===== src/rtl/elevator_pkg.sv =====
// Shared types and constants for the elevator car controller and its slot allocator.
package elevator_pkg;

    localparam int FLOOR_W = 3;
    localparam logic [FLOOR_W-1:0] MIN_FLOOR  = 3'd1;
    localparam logic [FLOOR_W-1:0] EMPTY_SLOT = 3'd0;

    localparam int HOLD_ALIGHT = 5;
    localparam int HOLD_BOARD  = 2;

    typedef enum logic [1:0] {
        IDLE,
        STOP,
        DOOR,
        MOVE
    } state_t;

    // A destination is boardable only if it names a real floor.
    function automatic logic dest_valid(input logic [FLOOR_W-1:0] dest, input int top_floor);
        return (dest != EMPTY_SLOT) && (int'(dest) <= top_floor);
    endfunction

endpackage


===== src/rtl/car_slot_alloc.sv =====
// Combinational passenger slot allocator: clears arriving slots, then seats waiting
// passengers A then B into free slots (slot0 first) and reports who was seated.
module car_slot_alloc
    import elevator_pkg::*;
#(
    parameter int NUM_FLOORS = 7
) (
    input  logic [5:0] boarding,
    input  logic [5:0] hold_in,
    input  logic [5:0] wait_dest,
    output logic [5:0] boarding_next,
    output logic [1:0] served_mask
);

    logic [FLOOR_W-1:0] slot0;
    logic [FLOOR_W-1:0] slot1;

    always_comb begin
        slot0       = hold_in[3] ? EMPTY_SLOT : boarding[2:0];
        slot1       = hold_in[4] ? EMPTY_SLOT : boarding[5:3];
        served_mask = 2'b00;

        // Passenger A gets first pick, so B only sees what A left behind.
        if (hold_in[HOLD_BOARD] && hold_in[1] && dest_valid(wait_dest[5:3], NUM_FLOORS)) begin
            if (slot0 == EMPTY_SLOT) begin
                slot0          = wait_dest[5:3];
                served_mask[1] = 1'b1;
            end else if (slot1 == EMPTY_SLOT) begin
                slot1          = wait_dest[5:3];
                served_mask[1] = 1'b1;
            end
        end

        if (hold_in[HOLD_BOARD] && hold_in[0] && dest_valid(wait_dest[2:0], NUM_FLOORS)) begin
            if (slot0 == EMPTY_SLOT) begin
                slot0          = wait_dest[2:0];
                served_mask[0] = 1'b1;
            end else if (slot1 == EMPTY_SLOT) begin
                slot1          = wait_dest[2:0];
                served_mask[0] = 1'b1;
            end
        end

        boarding_next = {slot1, slot0};
    end

endmodule


===== src/rtl/elevator_car.sv =====
// Per-car controller: owns floor, direction, passenger slots and door/travel timing,
// acting on the upstream turn/hold decision each time the car stops to evaluate.
module elevator_car
    import elevator_pkg::*;
#(
    parameter int NUM_FLOORS    = 7,
    parameter int TRAVEL_CYCLES = 4,
    parameter int DOOR_CYCLES   = 3,
    parameter int TIMER_W       = 4
) (
    input  logic               clk,
    input  logic               rst_n,
    input  logic               turn_in,
    input  logic [5:0]         hold_in,
    input  logic [5:0]         wait_dest,
    input  logic               req_pending,
    output logic [FLOOR_W-1:0] curr_floor,
    output logic               dir_up,
    output logic [5:0]         boarding,
    output logic               door_open,
    output logic               moving,
    output logic [1:0]         served
);

    localparam logic [FLOOR_W-1:0] TOP_FLOOR   = FLOOR_W'(NUM_FLOORS);
    localparam logic [TIMER_W-1:0] TRAVEL_LOAD = TIMER_W'(TRAVEL_CYCLES - 1);
    localparam logic [TIMER_W-1:0] DOOR_LOAD   = TIMER_W'(DOOR_CYCLES - 1);

    state_t             state;
    logic [TIMER_W-1:0] timer;
    logic               flip_done;

    logic               at_end;
    logic               has_work;
    logic [5:0]         boarding_next;
    logic [1:0]         served_mask;

    assign at_end   = dir_up ? (curr_floor == TOP_FLOOR) : (curr_floor == MIN_FLOOR);
    assign has_work = req_pending || (boarding != 6'd0);

    car_slot_alloc #(
        .NUM_FLOORS(NUM_FLOORS)
    ) u_alloc (
        .boarding     (boarding),
        .hold_in      (hold_in),
        .wait_dest    (wait_dest),
        .boarding_next(boarding_next),
        .served_mask  (served_mask)
    );

    always_ff @(posedge clk or negedge rst_n) begin
        if (!rst_n) begin
            state      <= IDLE;
            timer      <= '0;
            flip_done  <= 1'b0;
            curr_floor <= MIN_FLOOR;
            dir_up     <= 1'b1;
            boarding   <= 6'd0;
            door_open  <= 1'b0;
            moving     <= 1'b0;
            served     <= 2'b00;
        end else begin
            served <= 2'b00;
            case (state)
                IDLE: begin
                    if (has_work) state <= STOP;
                end
                STOP: begin
                    if (hold_in[HOLD_ALIGHT] || hold_in[HOLD_BOARD]) begin
                        state     <= DOOR;
                        door_open <= 1'b1;
                        boarding  <= boarding_next;
                        served    <= served_mask;
                        timer     <= DOOR_LOAD;
                        flip_done <= 1'b0;
                    end else if (at_end || turn_in) begin
                        // One direction flip per stop; a second dead end parks the car.
                        if (flip_done || !has_work) begin
                            state <= IDLE;
                        end else begin
                            dir_up    <= ~dir_up;
                            flip_done <= 1'b1;
                        end
                    end else begin
                        state     <= MOVE;
                        moving    <= 1'b1;
                        timer     <= TRAVEL_LOAD;
                        flip_done <= 1'b0;
                    end
                end
                DOOR: begin
                    if (timer == '0) begin
                        state     <= STOP;
                        door_open <= 1'b0;
                    end else begin
                        timer <= timer - TIMER_W'(1);
                    end
                end
                MOVE: begin
                    if (timer == '0) begin
                        state  <= STOP;
                        moving <= 1'b0;
                        if (dir_up && curr_floor != TOP_FLOOR)
                            curr_floor <= curr_floor + FLOOR_W'(1);
                        else if (!dir_up && curr_floor != MIN_FLOOR)
                            curr_floor <= curr_floor - FLOOR_W'(1);
                    end else begin
                        timer <= timer - TIMER_W'(1);
                    end
                end
                default: state <= IDLE;
            endcase
        end
    end

endmodule


===== config.mk =====
export PLATFORM = sky130hd
export DESIGN_NAME = elevator_car
export DESIGN_NICKNAME = d
export VERILOG_FILES = /design/src/rtl/elevator_pkg.sv /design/src/rtl/car_slot_alloc.sv /design/src/rtl/elevator_car.sv
export SDC_FILE = /design/constraint.sdc
export NUM_CORES = 1
export LEC_CHECK = 0
export BUFFER_PORTS_ARGS = -buffer_cell sky130_fd_sc_hd__buf_4
export CAP_MARGIN = 10
export CORE_MARGIN = 1
export CORE_UTILIZATION = 45
export DETAILED_ROUTE_END_ITERATION = 10
export GPL_ROUTABILITY_DRIVEN = 0
export PLACE_DENSITY = 0.67
export SYNTH_ARGS = -nofsm -noshare
export SYNTH_HDL_FRONTEND = slang
export SYNTH_SLANG_ARGS = --single-unit

===== constraint.sdc =====
create_clock -name clk -period 2.95 [get_ports clk]
set_input_delay 0.295 -clock clk [delete_from_list [all_inputs] [get_ports clk]]
set_output_delay 0.295 -clock clk [all_outputs]
set_load 0.005 [all_outputs]

* After elaboration in Yosys (flattened, before gate mapping)
Cells that the tools add are included.
** Word-level totals
- Register bits after elaboration :: 21
- Latch bits :: 0
- Memory bits (writable) :: 0
- Memory bits (read-only) :: 0
- Bits of input ports :: 16
- Output and inout port bits :: 14
- Logic and storage cells :: 109
- Memories :: 0
** Cells by class
- Add/sub/neg operators :: 3
- Multiply operators :: 0
- Div/mod/pow operators :: 0
- Magnitude comparators :: 0
- Equality and inequality tests :: 18
- Shift operators :: 0
- Multiplexer cells :: 42
- Bitwise logic cells :: 3
- Reduce and logical (&&, ||, !) cells :: 34
** Operators with widths (count)
- two-way mux 3 bit :: 14
- two-way mux 1 bit :: 14
- two-way mux 2 bit :: 7
- != test 2 bit (second input constant) :: 7
- logical NOT 3 bit :: 4
- two-way mux 4 bit :: 3
- AND reduction 3 bit :: 4
- != test 3 bit (second input constant) :: 3
- one-hot mux 4 bit (2 select lines) :: 1
- AND reduction 4 bit :: 2
- nonzero test 2 bit :: 4
- logical AND 1 bit :: 6
- one-hot mux 2 bit (3 select lines) :: 1
- nonzero test 3 bit :: 2
- nonzero test 6 bit :: 1
- == test 2 bit (second input constant) :: 2
- logical NOT 4 bit :: 1
- logical OR 1 bit :: 4
- != test 4 bit (second input constant) :: 1
- one-hot mux 1 bit (2 select lines) :: 2
- AND reduction 2 bit :: 2
- subtractor 4 x 1 -> 4 bit (second input constant) :: 1
- adder 3 x 1 -> 3 bit (second input constant) :: 1
- == test 3 x 1 -> 1 bit (second input constant) :: 1
- other kinds (9) :: 12

* Logic depth before layout (Yosys ltp)
- Word-level depth :: 11
- Mapped depth :: 6

* Modules after synthesis
Synthesis repeated with hierarchy kept, for this count alone.
** Unflattened totals
- Cells, all modules :: 130
- Area total of the unflattened synthesis :: 1357.6 sq um
** Modules (own cells, without submodules)
- elevator_car :: times used 1, cells each 91, area each 1064.8 sq um, seq. area each 528.0 sq um
- car_slot_alloc :: times used 1, cells each 39, area each 292.8 sq um, seq. area each 0.0 sq um

* Least setup slack after synthesis
No wires, ideal clock.
- Kind :: register to register
- Start :: register curr_floor[0]
- End :: register curr_floor[2]
- Setup time :: 0.124 ns
- Arrival time :: 1.544 ns
- Required time :: 2.826 ns
- Setup slack :: 1.282 ns
- Cell stages (with the launch flop) :: 6
- Path buffers :: 0
- Period minus slack after synthesis :: 1.668 ns
- Cells stage by stage :: dfstp_2 ha_1 or3b_1 nand4_2 nor4b_2 a211o_1
** On the way
- Longest elaborated chain between the ends :: 4
** Ends and longest elaborated chain
- from (decl) :: line elevator_car.sv:17 : output logic [FLOOR_W-1:0] curr_floor,
- from (signal assigned) :: line elevator_car.sv:104 : curr_floor <= curr_floor + FLOOR_W'(1);
- from (signal assigned) :: line elevator_car.sv:106 : curr_floor <= curr_floor - FLOOR_W'(1);
- parallel branches: the longest is 4 deep, another holds subtractor 3 x 1 -> 3 bit
Several ways; the timed one is not identified. The select of a mux whose other input is x is not followed.
A chain may end at the register's enable or synchronous reset.

* Final worst setup path
- Start :: register timer[0]
- End :: register curr_floor[2]
** On the way
- Longest elaborated chain between the ends :: 2
** Ends and longest elaborated chain
- from (decl) :: line elevator_car.sv:30 : logic [TIMER_W-1:0] timer;
- from (signal assigned) :: line elevator_car.sv:96 : timer <= timer - TIMER_W'(1);
- from (signal assigned) :: line elevator_car.sv:108 : timer <= timer - TIMER_W'(1);
- logical NOT 4 bit :: line elevator_car.sv:100 : if (timer == '0) begin
- AND reduction 3 bit (no line)
Every way passes these cells.

==> flow_summary.ini <==
[outcome]
status = finished, final reports clean

[floorplanning]
start_util_pct = 49.4
num_rows = 18
coreArea_mm2 = 0.00259
dieArea_mm2 = 0.00306
top_level_ports = 30
die_w_um = 55.3
die_h_um = 55.3

[worst_setup_path]
worst_setup_path_start_kind = flip-flop
critical_path_class = flip-flop to flip-flop
endpoint_kind = flip-flop
required_ps = 3160
path_max_fanout = 6
cp.arrival_ps = 2020

[global_routing]
grt_max_degree = 22
grt_pass1_vias = 1065
antenna_found_initial = 0
grt-ovfl-total = 0
grt_pass1_wl_um = 5060
track_usage_pct = 20.8

[synthesis]
synth_area_mm2 = 0.00128
synth_edf_count = 0
synth-main-ff-cell = dfrtp_1
async_flop_share_pct = 100
synthXorXnorAreaFrac_pct = 3.42
yosys.area_share.simple_pct = 24.2
synth_top_area_share_pct = 37.2
ys_warn_count = 0
yosysTopAreaCell = dfrtp_1
synth_area_leaders = dfrtp_1 37%, ha_1 4.9%, nand2_1 4.4%
ys_ff_latch = 21
yosys-mux-area-fraction_pct = 0
seq_area_frac_synth_pct = 41.3
synth.distinct_cells = 47
synth-compound-area-share_pct = 22.5
syn-num-nets = 160
syn_area_per_cell_um2 = 9.20
synthCells = 139
synth-adder-area-share_pct = 4.89
synth_top_family_by_area = simple AND/OR/NAND/NOR gates

[pwr]
p_per_area_mw_per_mm2 = 868
power_leakage_nw = 0.717
total_power_mw = 1.35
ir_drop_uv = 566

[place]
dpl_cell_area_mm2 = 0.00152
dp_cells = 195
numPortBuffers = 29
dpl.hpwl_um = 2330
place_ws_ps = 1150

[run]
drv_cap = 0

[sta]
rsz0062_at_grt = false
post-route-period-util_pct = 61.2
setup_violations = 0
hold_viol = 0
relSlewSlack_pct = 70.4
fin_tns_setup_ps = 0
skew_ps = 13.0
period_minus_slack_ps = 1810
max_freq_ghz = 0.554
tightest_slew_ps = 443
setup_slack_ps = 1140
drv_slew = 0

[cells_and_area]
postLayoutCellArea_mm2 = 0.00156
nets = 192
drive_above_1_share_pct = 25.3
final_common_cell = buf_4
n_antenna_cell = 0
layout_common_cells = 29 x buf_4, 19 x dfrtp_1, 15 x nand2_1, 11 x a21oi_1, 10 x nor2_1
area_delta_synth_final_pct = 21.8
final_cells = 200
fill_cells = 243

[drt]
wl_per_cell_um = 14.5
wirelength_um = 2890
vias = 1151
drc = 0
ant_nets = 0
viasPerCell = 5.76
drt-initial-drc-count = 34
dr.pass1.iters = 6

[clock_network]
root_buffer = clkbuf_4
clk_pin_slew_ps = 120
insertion_delay_ps = 310
hold_buffers = 1
cts.sinks = 21
clockBufferDepth = 2
cts_setup_buffers = 0
cts_buffers = 3
cts_tree = built
htreeDepth = 1
cts_resized = 0

[hold_path]
hold_path_class = input port to flip-flop
[path summary, 6_finish.rpt]
check / slack [ps] / from / cells past startpoint / endpoint
max: 1140 / timer[0]$_DFFE_PN0P_ / 5 / curr_floor[2]$_DFFE_PN0P_
min: 260 / wait_dest[0] / 2 / boarding[3]$_DFFE_PN0P_
max reg2reg: 1140 / timer[0]$_DFFE_PN0P_ / 5 / curr_floor[2]$_DFFE_PN0P_
min reg2reg: 530 / dir_up$_DFFE_PN1P_ / 1 / dir_up$_DFFE_PN1P_
max in group asynchronous: 2300 / rst_n / 2 / curr_floor[0]$_DFFE_PN1P_
min in group asynchronous: 380 / rst_n / 2 / curr_floor[2]$_DFFE_PN0P_
[where the power goes]
part,internal [mW],switching (mW),total [mW]
Sequential,0.410,0.128,0.538
Combinational,0.326,0.352,0.678
Clock,0.0506,0.0864,0.137
Total,0.787,0.566,1.35
[worst max-delay path, stage by stage (launching register included)]
cell and delay, ps:
dfrtp_1 410, inv_1 100, ha_1 200, nor3b_2 410, nand4_2 260, a211o_1 350
[cell families (layout without fill, tap and decap cells)]
kind of cell             after synthesis  count (layout)
flip-flops                            21              21
buffers and inverters                 12              43
XOR/XNOR                               5               5
adder cells (fa/ha/maj)                5               5
AND/OR/NAND/NOR                       55              55
AO/OA/AOI/OAI                         41              41
[sequential cells by signal, indices dropped and copies added (netlist names)]
name        flops
boarding        6
timer           4
state           2
flip_done       1
dir_up          1
door_open       1
moving          1
served          2
curr_floor      3
[layout make-up]
class	count	area [um^2]	share of cell area (%)
Timing Repair Buffer	30	228	14.6
Multi-Input combinational cell	106	703	45.1
Inverter	9	33.8	2.17
Sequential cell	21	528	33.9
Clock buffer	3	22.5	1.45
Tap cell	30	37.5	2.41
Clock inverter	1	5.00	0.321
[per-stage QoR]
stage	utilization, %	hold WS (ps)
2_1_floorplan	-	-0.591
3_3_place_gp	58.7	188
5_1_grt	60.1	258
4_1_cts	60.1	246
6_report	60.1	263
3_5_place_dp	58.7	191
[synthesized netlist by cell type, drive strengths merged (2+ instances only)]
library cell  count
o311ai            3
nand3             6
a31oi             4
nor4              2
dfrtp            19
o21ai             8
a21oi            11
a32o              2
ha                5
o22ai             2
dfstp             2
nand2            15
nand4             4
a41o              2
nand2b            2
or2               3
nor3              4
o31ai             2
nor2             10
xnor2             4
inv               9
clkbuf            2
[metal layers]
metal	share of wire (%)	wire [um]	track usage (%)
met5	0	0	0
met3	3.8	110	5.39
met1	50	1440	30.0
met4	0	0	4.64
met2	46	1340	31.3
Power figures use the tool's default switching activity.
